<file path="config.mk">
export PLATFORM = sky130hd
export DESIGN_NAME = fpnew_classifier
export DESIGN_NICKNAME = d
export VERILOG_FILES = /design/src/rtl/fpnew_pkg.sv /design/src/rtl/fpnew_classifier_stage.sv /design/src/rtl/fpnew_classifier.sv
export SDC_FILE = /design/constraint.sdc
export NUM_CORES = 1
export LEC_CHECK = 0
export ABC_CLOCK_PERIOD_IN_PS = 1650
export CAP_MARGIN = 20
export CORE_MARGIN = 2
export CORE_UTILIZATION = 33
export CTS_CLUSTER_SIZE = 25
export DETAILED_ROUTE_END_ITERATION = 6
export HOLD_SLACK_MARGIN = 0.08
export PLACE_DENSITY = 0.79
export SETUP_SLACK_MARGIN = 0.05
export SLEW_MARGIN = 20
export SYNTH_ARGS = -nofsm -noshare
export SYNTH_HDL_FRONTEND = slang
export SYNTH_HIERARCHICAL = 1
export SYNTH_SLANG_ARGS = --single-unit
</file>
<file path="constraint.sdc">
create_clock -name clk_i -period 1.65 [get_ports clk_i]
set_input_delay 0.2475 -clock clk_i [delete_from_list [all_inputs] [get_ports clk_i]]
set_output_delay 0.2475 -clock clk_i [all_outputs]
set_load 0.01 [all_outputs]
</file>
<file path="src/rtl/fpnew_pkg.sv">
// Shared FP format helpers and class-mask definitions for the fpnew operand path.
package fpnew_pkg;

   typedef enum logic [2:0] {
      FP32    = 3'd0,
      FP64    = 3'd1,
      FP16    = 3'd2,
      FP8     = 3'd3,
      FP16ALT = 3'd4
   } fp_format_e;

   typedef logic [9:0] classmask_t;

   localparam int unsigned CLASS_NEG_INF  = 0;
   localparam int unsigned CLASS_NEG_NORM = 1;
   localparam int unsigned CLASS_NEG_SUB  = 2;
   localparam int unsigned CLASS_NEG_ZERO = 3;
   localparam int unsigned CLASS_POS_ZERO = 4;
   localparam int unsigned CLASS_POS_SUB  = 5;
   localparam int unsigned CLASS_POS_NORM = 6;
   localparam int unsigned CLASS_POS_INF  = 7;
   localparam int unsigned CLASS_SNAN     = 8;
   localparam int unsigned CLASS_QNAN     = 9;

   function automatic int unsigned exp_bits(fp_format_e fmt);
      case (fmt)
         FP32:    return 8;
         FP64:    return 11;
         FP16:    return 5;
         FP8:     return 5;
         FP16ALT: return 8;
         default: return 8;
      endcase
   endfunction

   function automatic int unsigned man_bits(fp_format_e fmt);
      case (fmt)
         FP32:    return 23;
         FP64:    return 52;
         FP16:    return 10;
         FP8:     return 2;
         FP16ALT: return 7;
         default: return 23;
      endcase
   endfunction

   function automatic int unsigned fp_width(fp_format_e fmt);
      return 1 + exp_bits(fmt) + man_bits(fmt);
   endfunction

endpackage

</file>
<file path="src/rtl/fpnew_classifier_stage.sv">
// One valid/ready register slice; a drained downstream or an empty slot lets new data in.
module fpnew_classifier_stage #(
   parameter int unsigned DataWidth = 14
) (
   input  logic                 clk_i,
   input  logic                 rst_ni,
   input  logic                 flush_i,
   input  logic                 in_valid_i,
   output logic                 in_ready_o,
   input  logic [DataWidth-1:0] in_data_i,
   output logic                 out_valid_o,
   input  logic                 out_ready_i,
   output logic [DataWidth-1:0] out_data_o
);

   logic                 valid_q;
   logic [DataWidth-1:0] data_q;

   assign in_ready_o  = out_ready_i | ~valid_q;
   assign out_valid_o = valid_q;
   assign out_data_o  = data_q;

   always_ff @(posedge clk_i) begin
      if (!rst_ni) begin
         valid_q <= 1'b0;
         data_q  <= '0;
      end else if (flush_i) begin
         valid_q <= 1'b0;
      end else if (in_ready_o) begin
         valid_q <= in_valid_i;
         if (in_valid_i) data_q <= in_data_i;
      end
   end

endmodule

</file>
<file path="src/rtl/fpnew_classifier.sv">
// fclass-style operand classifier with a NumPipeRegs-deep valid/ready pipe.
// Optional NaN handshake counter enabled by FPNEW_CLASSIFIER_NAN_COUNT_EN.
module fpnew_classifier
   import fpnew_pkg::*;
#(
   parameter fp_format_e  FpFormat    = fp_format_e'(0),
   parameter int unsigned NumPipeRegs = 1,
   parameter int unsigned TagWidth    = 4
) (
   input  logic                          clk_i,
   input  logic                          rst_ni,
   input  logic                          flush_i,
   input  logic                          in_valid_i,
   output logic                          in_ready_o,
   input  logic [fp_width(FpFormat)-1:0] operand_i,
   input  logic [TagWidth-1:0]           tag_i,
   output logic                          out_valid_o,
   input  logic                          out_ready_i,
   output classmask_t                    class_o,
   output logic                          is_nan_o,
   output logic                          is_snan_o,
   output logic [TagWidth-1:0]           tag_o,
   output logic                          busy_o,
   output logic [15:0]                   nan_count_o
);

   localparam int unsigned WIDTH    = fp_width(FpFormat);
   localparam int unsigned EXP_BITS = exp_bits(FpFormat);
   localparam int unsigned MAN_BITS = man_bits(FpFormat);

   typedef struct packed {
      classmask_t          cls;
      logic [TagWidth-1:0] tag;
   } payload_t;

   logic                sign;
   logic [EXP_BITS-1:0] exp_v;
   logic [MAN_BITS-1:0] man_v;
   classmask_t          cls_d;
   payload_t            in_data, out_data;

   assign sign  = operand_i[WIDTH-1];
   assign exp_v = operand_i[WIDTH-2 -: EXP_BITS];
   assign man_v = operand_i[MAN_BITS-1:0];

   always_comb begin
      cls_d = '0;
      if (&exp_v) begin
         // NaN sign is irrelevant; the quiet bit alone picks the class
         if (man_v == '0)           cls_d[sign ? CLASS_NEG_INF : CLASS_POS_INF] = 1'b1;
         else if (man_v[MAN_BITS-1]) cls_d[CLASS_QNAN] = 1'b1;
         else                       cls_d[CLASS_SNAN] = 1'b1;
      end else if (exp_v == '0) begin
         if (man_v == '0) cls_d[sign ? CLASS_NEG_ZERO : CLASS_POS_ZERO] = 1'b1;
         else             cls_d[sign ? CLASS_NEG_SUB  : CLASS_POS_SUB]  = 1'b1;
      end else begin
         cls_d[sign ? CLASS_NEG_NORM : CLASS_POS_NORM] = 1'b1;
      end
   end

   assign in_data.cls = cls_d;
   assign in_data.tag = tag_i;

   if (NumPipeRegs == 0) begin : g_comb
      assign in_ready_o  = out_ready_i & ~flush_i & rst_ni;
      assign out_valid_o = in_valid_i & ~flush_i & rst_ni;
      assign out_data    = in_data;
      assign busy_o      = 1'b0;
   end else begin : g_pipe
      logic     [NumPipeRegs:0] vld_pipe;
      logic     [NumPipeRegs:0] rdy_pipe;
      payload_t [NumPipeRegs:0] dat_pipe;

      assign vld_pipe[0]           = in_valid_i;
      assign dat_pipe[0]           = in_data;
      assign rdy_pipe[NumPipeRegs] = out_ready_i;

      for (genvar i = 0; i < NumPipeRegs; i++) begin : g_stage
         fpnew_classifier_stage #(
            .DataWidth($bits(payload_t))
         ) u_stage (
            .clk_i      (clk_i),
            .rst_ni     (rst_ni),
            .flush_i    (flush_i),
            .in_valid_i (vld_pipe[i]),
            .in_ready_o (rdy_pipe[i]),
            .in_data_i  (dat_pipe[i]),
            .out_valid_o(vld_pipe[i+1]),
            .out_ready_i(rdy_pipe[i+1]),
            .out_data_o (dat_pipe[i+1])
         );
      end

      // Stage 0 itself ignores input during flush/reset; gating here keeps the handshake honest
      assign in_ready_o  = rdy_pipe[0] & ~flush_i & rst_ni;
      assign out_valid_o = vld_pipe[NumPipeRegs];
      assign out_data    = dat_pipe[NumPipeRegs];
      assign busy_o      = |vld_pipe[NumPipeRegs:1];
   end

   assign class_o   = out_data.cls;
   assign tag_o     = out_data.tag;
   assign is_nan_o  = out_data.cls[CLASS_SNAN] | out_data.cls[CLASS_QNAN];
   assign is_snan_o = out_data.cls[CLASS_SNAN];

`ifdef FPNEW_CLASSIFIER_NAN_COUNT_EN
   logic [15:0] nan_cnt_q;

   always_ff @(posedge clk_i) begin
      if (!rst_ni) begin
         nan_cnt_q <= '0;
      end else if (out_valid_o && out_ready_i && is_nan_o && (nan_cnt_q != 16'hFFFF)) begin
         nan_cnt_q <= nan_cnt_q + 16'd1;
      end
   end

   assign nan_count_o = nan_cnt_q;
`else
   assign nan_count_o = '0;
`endif

endmodule

</file>
==> results.json, run 1 <==
{
  "dr.pass1.iters": 4,
  "cts_buffer_depth": 2,
  "nets": 221,
  "cp.required_ns": 1.40,
  "reg2reg_setup_slack_ns": 0.38,
  "holdPathStages": 2,
  "grt_pass1_vias": 943,
  "core_area_sq_mm": 0.00283,
  "post-place-ws_ns": -0.141,
  "min_period_ns": 1.51,
  "synthTopCellsByArea": "dfxtp_1, mux2i_1, buf_4, nand2_1, nor4_2",
  "cts_tree": "yes",
  "r2r-start": "g_pipe.g_stage[0].u_stage/out_valid_o",
  "detailed_place_hpwl_mm": 2.00,
  "cp.arrival_ns": 1.26,
  "wirelength_mm": 2.33,
  "n_fill_cell": 263,
  "synth_cell_types": 27,
  "max_cap_viol_count": 0,
  "drive_above_1_share": 0.112,
  "clk_pin_slew_ns": 0.09,
  "fin_skew_ns": 0.00427,
  "drt_iter0_drc": 44,
  "antenna_found_initial": 0,
  "grt_pass1_wl_mm": 3.55,
  "finalWorstSetupSlack_ns": 0.144,
  "start_kind": "input pin",
  "p_leak_nw": 0.604,
  "start_util": 0.354,
  "gp_routability_congestion": 0.703,
  "hold_class": "register to register",
  "crit_type": "input pin to output pin",
  "synth_area_sq_mm": 0.00100,
  "fmax_mhz": 664,
  "fin_tns_setup_ns": 0,
  "period_share": 0.913,
  "clock_latency_ns": 0.28,
  "synth_top_area_share": 0.300,
  "ys_ff_latch": 15,
  "cts_made_buffers": 3,
  "synth_area_per_cell_sq_um": 8.56,
  "cp_slowest_stage_delay_ns": 0.51,
  "ioPinCount": 76,
  "synth_area_leader_cell": "dfxtp_1",
  "cts_max_level": 1,
  "die_w_um": 59.1,
  "synth_edf_count": 0,
  "holdPathEnd": "g_pipe.g_stage[0].u_stage/out_data_o[2]",
  "die_h_um": 59.1,
  "holdWs_ns": 0.464,
  "placed_cells": 206,
  "cp_cell_sequence": "clkdlybuf4s50_1 -> nor2b_4 -> inv_1 -> nand2_1 -> nor2_1 -> dlygate4sd2_1",
  "grt_usage": 0.132,
  "status": "finished clean",
  "rr_endpoint": "g_pipe.g_stage[0].u_stage/out_data_o[6]",
  "holdCritStartpoint": "g_pipe.g_stage[0].u_stage/out_data_o[2]",
  "port_buffers": 59,
  "fin_util": 0.568,
  "area_growth_pct": 60.5,
  "gr-total-overflow": 0,
  "rsz0062_at_grt": "no",
  "num_rows": 19,
  "irDropWorstVdd_mv": 0.314,
  "hold_viol": 0,
  "grt_max_degree": 30,
  "endpoint_kind": "output pin",
  "vias": 980,
  "slowest_stage": "clkdlybuf4s50_1",
  "yosysWarningCount": 6,
  "antennaDiodeCount": 0,
  "ctsHoldBuffers": 0,
  "cts_sinks": 15,
  "power.density_mw_per_mm2": 497,
  "wire_per_inst_um": 11.1,
  "r2r_cells": 5,
  "dieArea_sq_mm": 0.00349,
  "crit_path_max_fanout": 2,
  "synthCells": 117,
  "synthFlopType": "dfxtp_1",
  "cts-root-buf": "clkbuf_4",
  "finalMaxSlewViolations": 0,
  "synth_most_common_cell": "nand2_1",
  "synth_common_cells": "nand2_1, buf_4, dfxtp_1",
  "ys_async_sr_fraction": 0,
  "ys_seq_area_frac": 0.300,
  "post_drt_via_cell_ratio": 4.67,
  "setup_violations": 0,
  "stdcell_count": 210,
  "drtAntennaViolNets": 0,
  "drcViolationCount": 0
}
cell usage in the layout (no fill, tap or decap), drive strengths merged, types with 3 or more instances in the layout:
cell	instances
mux2i	14
nor4	8
dfxtp	15
buf	6
clkdlybuf4s50	57
clkbuf	3
and4	4
nor3	3
conb	16
nand2	32
power breakdown:
| group | leakage (nW) | total (mW) | internal, mW | switching, mW |
|---|---|---|---|---|
| Clock | 0.0177 | 0.206 | 0.0899 | 0.116 |
| Combinational | 0.465 | 0.217 | 0.134 | 0.0832 |
| Sequential | 0.122 | 0.375 | 0.370 | 0.00444 |
through the flow:
| step | instance area [sq um] | total power, mW |
|---|---|---|
| after global routing | 1610 | 0.837 |
| final | 1610 | 0.798 |
| after global placement | 1580 | 0.597 |
| after detailed placement | 1580 | 0.602 |
| after floorplan | 1060 | 0.488 |
| after CTS | 1610 | 0.811 |
worst max-delay path by stage:
stage,start,to,cells past startpoint
2_1_floorplan,g_pipe.g_stage[0].u_stage/out_valid_o,g_pipe.g_stage[0].u_stage/out_data_o[0],4
3_3_place_gp,out_ready_i,in_ready_o,6
3_5_place_dp,out_ready_i,in_ready_o,6
4_1_cts,out_ready_i,in_ready_o,6
5_1_grt,out_ready_i,in_ready_o,6
6_report,out_ready_i,in_ready_o,6
state kept, by name, summed over array words and instances (netlist names):
signal	flops
g_pipe.g_stage.u_stage/out_data_o	14
g_pipe.g_stage.u_stage/out_valid_o	1
logic make-up (layout without fill, tap and decap cells):
group / Yosys count / after routing / synth area share
compound gates: 4 / 4 / 0.0250
flops: 15 / 15 / 0.300
mux: 14 / 14 / 0.140
buf+inv: 23 / 70 / 0.166
simple gates: 60 / 60 / 0.365
other cells: 1 / 16 / 0.00375
metal layers:
| layer | vias to the layer above | global-route usage | part of all wire |
|---|---|---|---|
| li1 | 499 | - | - |
| met1 | 428 | 0.131 | 0.37 |
| met2 | 51 | 0.252 | 0.53 |
| met3 | 2 | 0.0459 | 0.10 |
| met4 | 0 | 0.0455 | 0.0034 |
| met5 | - | 0 | 0 |
critical path, delay by kind of cell:
kind	cells	cell delay, ns
and+or+nand+nor	3	0.17
buffers and inverters	3	0.83
final cells by class:
| class | instances | area (sq um) | area share |
|---|---|---|---|
| clock buffer | 3 | 22.5 | 0.0140 |
| clock inverter | 1 | 5.00 | 0.00312 |
| inverter | 1 | 3.75 | 0.00234 |
| multi-input combinational | 94 | 591 | 0.368 |
| sequential | 15 | 300 | 0.187 |
| tap | 31 | 38.8 | 0.0241 |
| timing repair buffer | 65 | 646 | 0.402 |
repair_timing:
action                     in CTS  in global routing
setup endpoints to repair       2                  0
setup buffers                   0                  0
gates resized for setup         2                  0
(Power assumes the default switching activity.)
==> run 2, diff against run 1 <==
Settings changed: ABC_AREA set to 1, CORE_UTILIZATION 33 to 35, PLACE_DENSITY 0.79 to 0.8.
==> run 2 against run 1 <==
  * Flip-flop and latch count is the same
  * Worst hold slack better by 0.024 ns
  * Non-clock buffer count fell by 1
  * Power increased by 12%
  * Maximum frequency increased by 3.6%
  * Clock skew grew 0.0073 ns
  * First-iteration DRC count grew 2.3%
  * Count of clock-buffer cells in the layout stayed put
  * Die area grew 4.8%
  * Cell count up 33%
  * Setup slack gained 0.052 ns
  * Highest routed layer unchanged
==> results.json, run 2 <==
{
  "ioPinCount": 76,
  "clock_latency_ns": 0.28,
  "yosysWarningCount": 6,
  "synthFlopType": "dfxtp_1",
  "detailed_place_hpwl_mm": 1.82,
  "antenna_found_initial": 0,
  "die_h_um": 60.5,
  "cp_num_buf_inv": 1,
  "synth_area_leader_cell": "dfxtp_1",
  "start_kind": "register",
  "crit_type": "register to output pin",
  "synth_top_area_share": 0.269,
  "cts-root-buf": "clkbuf_4",
  "intPower_mw": 0.645,
  "holdWs_ns": 0.488,
  "drcViolationCount": 0,
  "largest_reg_flops": 14,
  "r2r-start": "g_pipe.g_stage[0].u_stage/out_valid_o",
  "period_share": 0.881,
  "crit_path_start": "g_pipe.g_stage[0].u_stage/out_valid_o",
  "cts_tree": "yes",
  "layout_commonest_cell": "clkdlybuf4s50_1",
  "antennaDiodeCount": 0,
  "core_area_sq_mm": 0.00305,
  "cp.required_ns": 1.40,
  "fmax_mhz": 688,
  "min_period_ns": 1.45,
  "n_fill_cell": 323,
  "fin_util": 0.554,
  "cp_slowest_stage_delay_ns": 0.56,
  "combinationalPowerShare": 0.327,
  "cp.arrival_ns": 1.21,
  "setup_violations": 0,
  "placed_cells": 275,
  "max_cap_viol_count": 0,
  "cp_cell_sequence": "clkdlybuf4s50_1",
  "p_leak_nw": 0.749,
  "cts_resized": 2,
  "stdcell_count": 279,
  "dieArea_sq_mm": 0.00366,
  "grt_pass1_wl_mm": 3.65,
  "grt_pass1_vias": 960,
  "synthTopCellsByArea": "dfxtp_1, nor2_1, buf_4, nand2_1, inv_1",
  "cts_max_level": 1,
  "status": "finished clean",
  "finalMaxSlewViolations": 0,
  "wirelength_mm": 2.22,
  "die_w_um": 60.5,
  "path_delay_family": "buffers and inverters",
  "cts_made_buffers": 3,
  "grt_max_degree": 29,
  "cts_sinks": 15,
  "vias": 1152,
  "synthCells": 176,
  "synth_common_cells": "nor2_1, nand2_1, inv_1",
  "crit_path_max_fanout": 4,
  "port_buffers": 59,
  "cts_setup_buffers": 0,
  "area_growth_pct": 51.5,
  "drt_iter0_drc": 45,
  "clk_pin_slew_ns": 0.09,
  "post_drt_via_cell_ratio": 4.13,
  "holdCritStartpoint": "g_pipe.g_stage[0].u_stage/out_data_o[0]",
  "cts_buffer_depth": 2,
  "switching_share": 0.276,
  "dr.pass1.iters": 4,
  "wire_per_inst_um": 7.96,
  "seqCellArea_sq_um": 300,
  "nets": 277,
  "ctsHoldBuffers": 0,
  "p_sw_mw": 0.246,
  "start_util": 0.366,
  "power.density_mw_per_mm2": 527,
  "synth_edf_count": 0,
  "grt_usage": 0.129,
  "post-place-ws_ns": -0.0776,
  "synth_most_common_cell": "nor2_1",
  "clkPwrFrac": 0.227,
  "slowest_stage": "clkdlybuf4s50_1",
  "ys_ff_latch": 15,
  "endpoint_kind": "output pin",
  "finalWorstSetupSlack_ns": 0.197,
  "synth_cell_types": 20,
  "rsz0062_at_grt": "no",
  "ys_async_sr_fraction": 0,
  "p_seq_frac": 0.447,
  "gr-total-overflow": 0,
  "ys_seq_area_frac": 0.269,
  "gp_routability_congestion": 0.738,
  "drtAntennaViolNets": 0,
  "hold_viol": 0,
  "drive_above_1_share": 0.0979,
  "multi_input_area_sq_um": 584,
  "synth_area_sq_mm": 0.00112,
  "synth_area_per_cell_sq_um": 6.34,
  "hold_class": "register to register",
  "fin_skew_ns": 0.0116,
  "irDropWorstVdd_mv": 0.211,
  "layout_common_cells": "clkdlybuf4s50_1, nor2_1, nand2_1",
  "num_rows": 20
}
==> run 2: cell types whose count changed in the layout (fill, tap and decap cells not counted), sizes merged, moves of 2 or more <==
cell / previous run / this run
nor3b: 2 / 0
a211oi: 2 / 0
and3: 2 / 0
nor4: 8 / 0
nand2: 32 / 29
and2: 2 / 0
nor2: 2 / 43
mux2i: 14 / 0
nand3: 1 / 17
a21oi: 2 / 15
and4: 4 / 0
inv: 1 / 26
==> run 2: cells by family (layout without fill, tap and decap cells) <==
group | Yosys count | after routing | share of synthesized area
and+or+nand+nor | 95 | 95 | 0.392
other | 1 | 16 | 0.00336
DFF | 15 | 15 | 0.269
buffers and inverters | 50 | 94 | 0.258
AOI/OAI and AO/OA | 15 | 15 | 0.0774
==> run 2: worst paths after layout <==
check	to	slack (ns)	cells after the start
worst min-delay path	g_pipe.g_stage[0].u_stage/out_data_o[0]	0.49	2
worst max-delay path	out_valid_o	0.20	1
worst max register to register	g_pipe.g_stage[0].u_stage/out_data_o[8]	0.59	5
worst min register to register	g_pipe.g_stage[0].u_stage/out_data_o[0]	0.49	2
==> run 2: cell type report <==
| class | instances | share of cell area |
|---|---|---|
| Clock buffer | 3 | 0.0133 |
| Clock inverter | 1 | 0.00296 |
| Inverter | 26 | 0.0577 |
| Multi-Input combinational cell | 126 | 0.346 |
| Sequential cell | 15 | 0.178 |
| Tap cell | 44 | 0.0326 |
| Timing Repair Buffer | 64 | 0.370 |
==> run 2: per-layer routing <==
metal	share of wire	global-route usage
met5	0	0
met4	0.015	0.0745
met3	0.059	0.0128
met2	0.49	0.230
met1	0.43	0.149
==> run 2: metrics by stage <==
stage | power [mW] | setup TNS (ns) | instance area (sq um)
global route | 0.955 | 0 | 1690
floorplan | 0.566 | 0 | 1170
finish | 0.891 | 0 | 1690
CTS | 0.903 | 0 | 1690
detailed placement | 0.701 | -0.0776 | 1670
global placement | 0.697 | -0.0690 | 1670
==> run 2: power by group through the flow <==
stage | clock network [mW] | registers [mW] | logic [mW]
2_1_floorplan | 0 | 0.416 | 0.150
3_3_place_gp | 0 | 0.406 | 0.291
3_5_place_dp | 0 | 0.407 | 0.295
4_1_cts | 0.212 | 0.398 | 0.293
5_1_grt | 0.230 | 0.401 | 0.324
6_report | 0.202 | 0.398 | 0.291
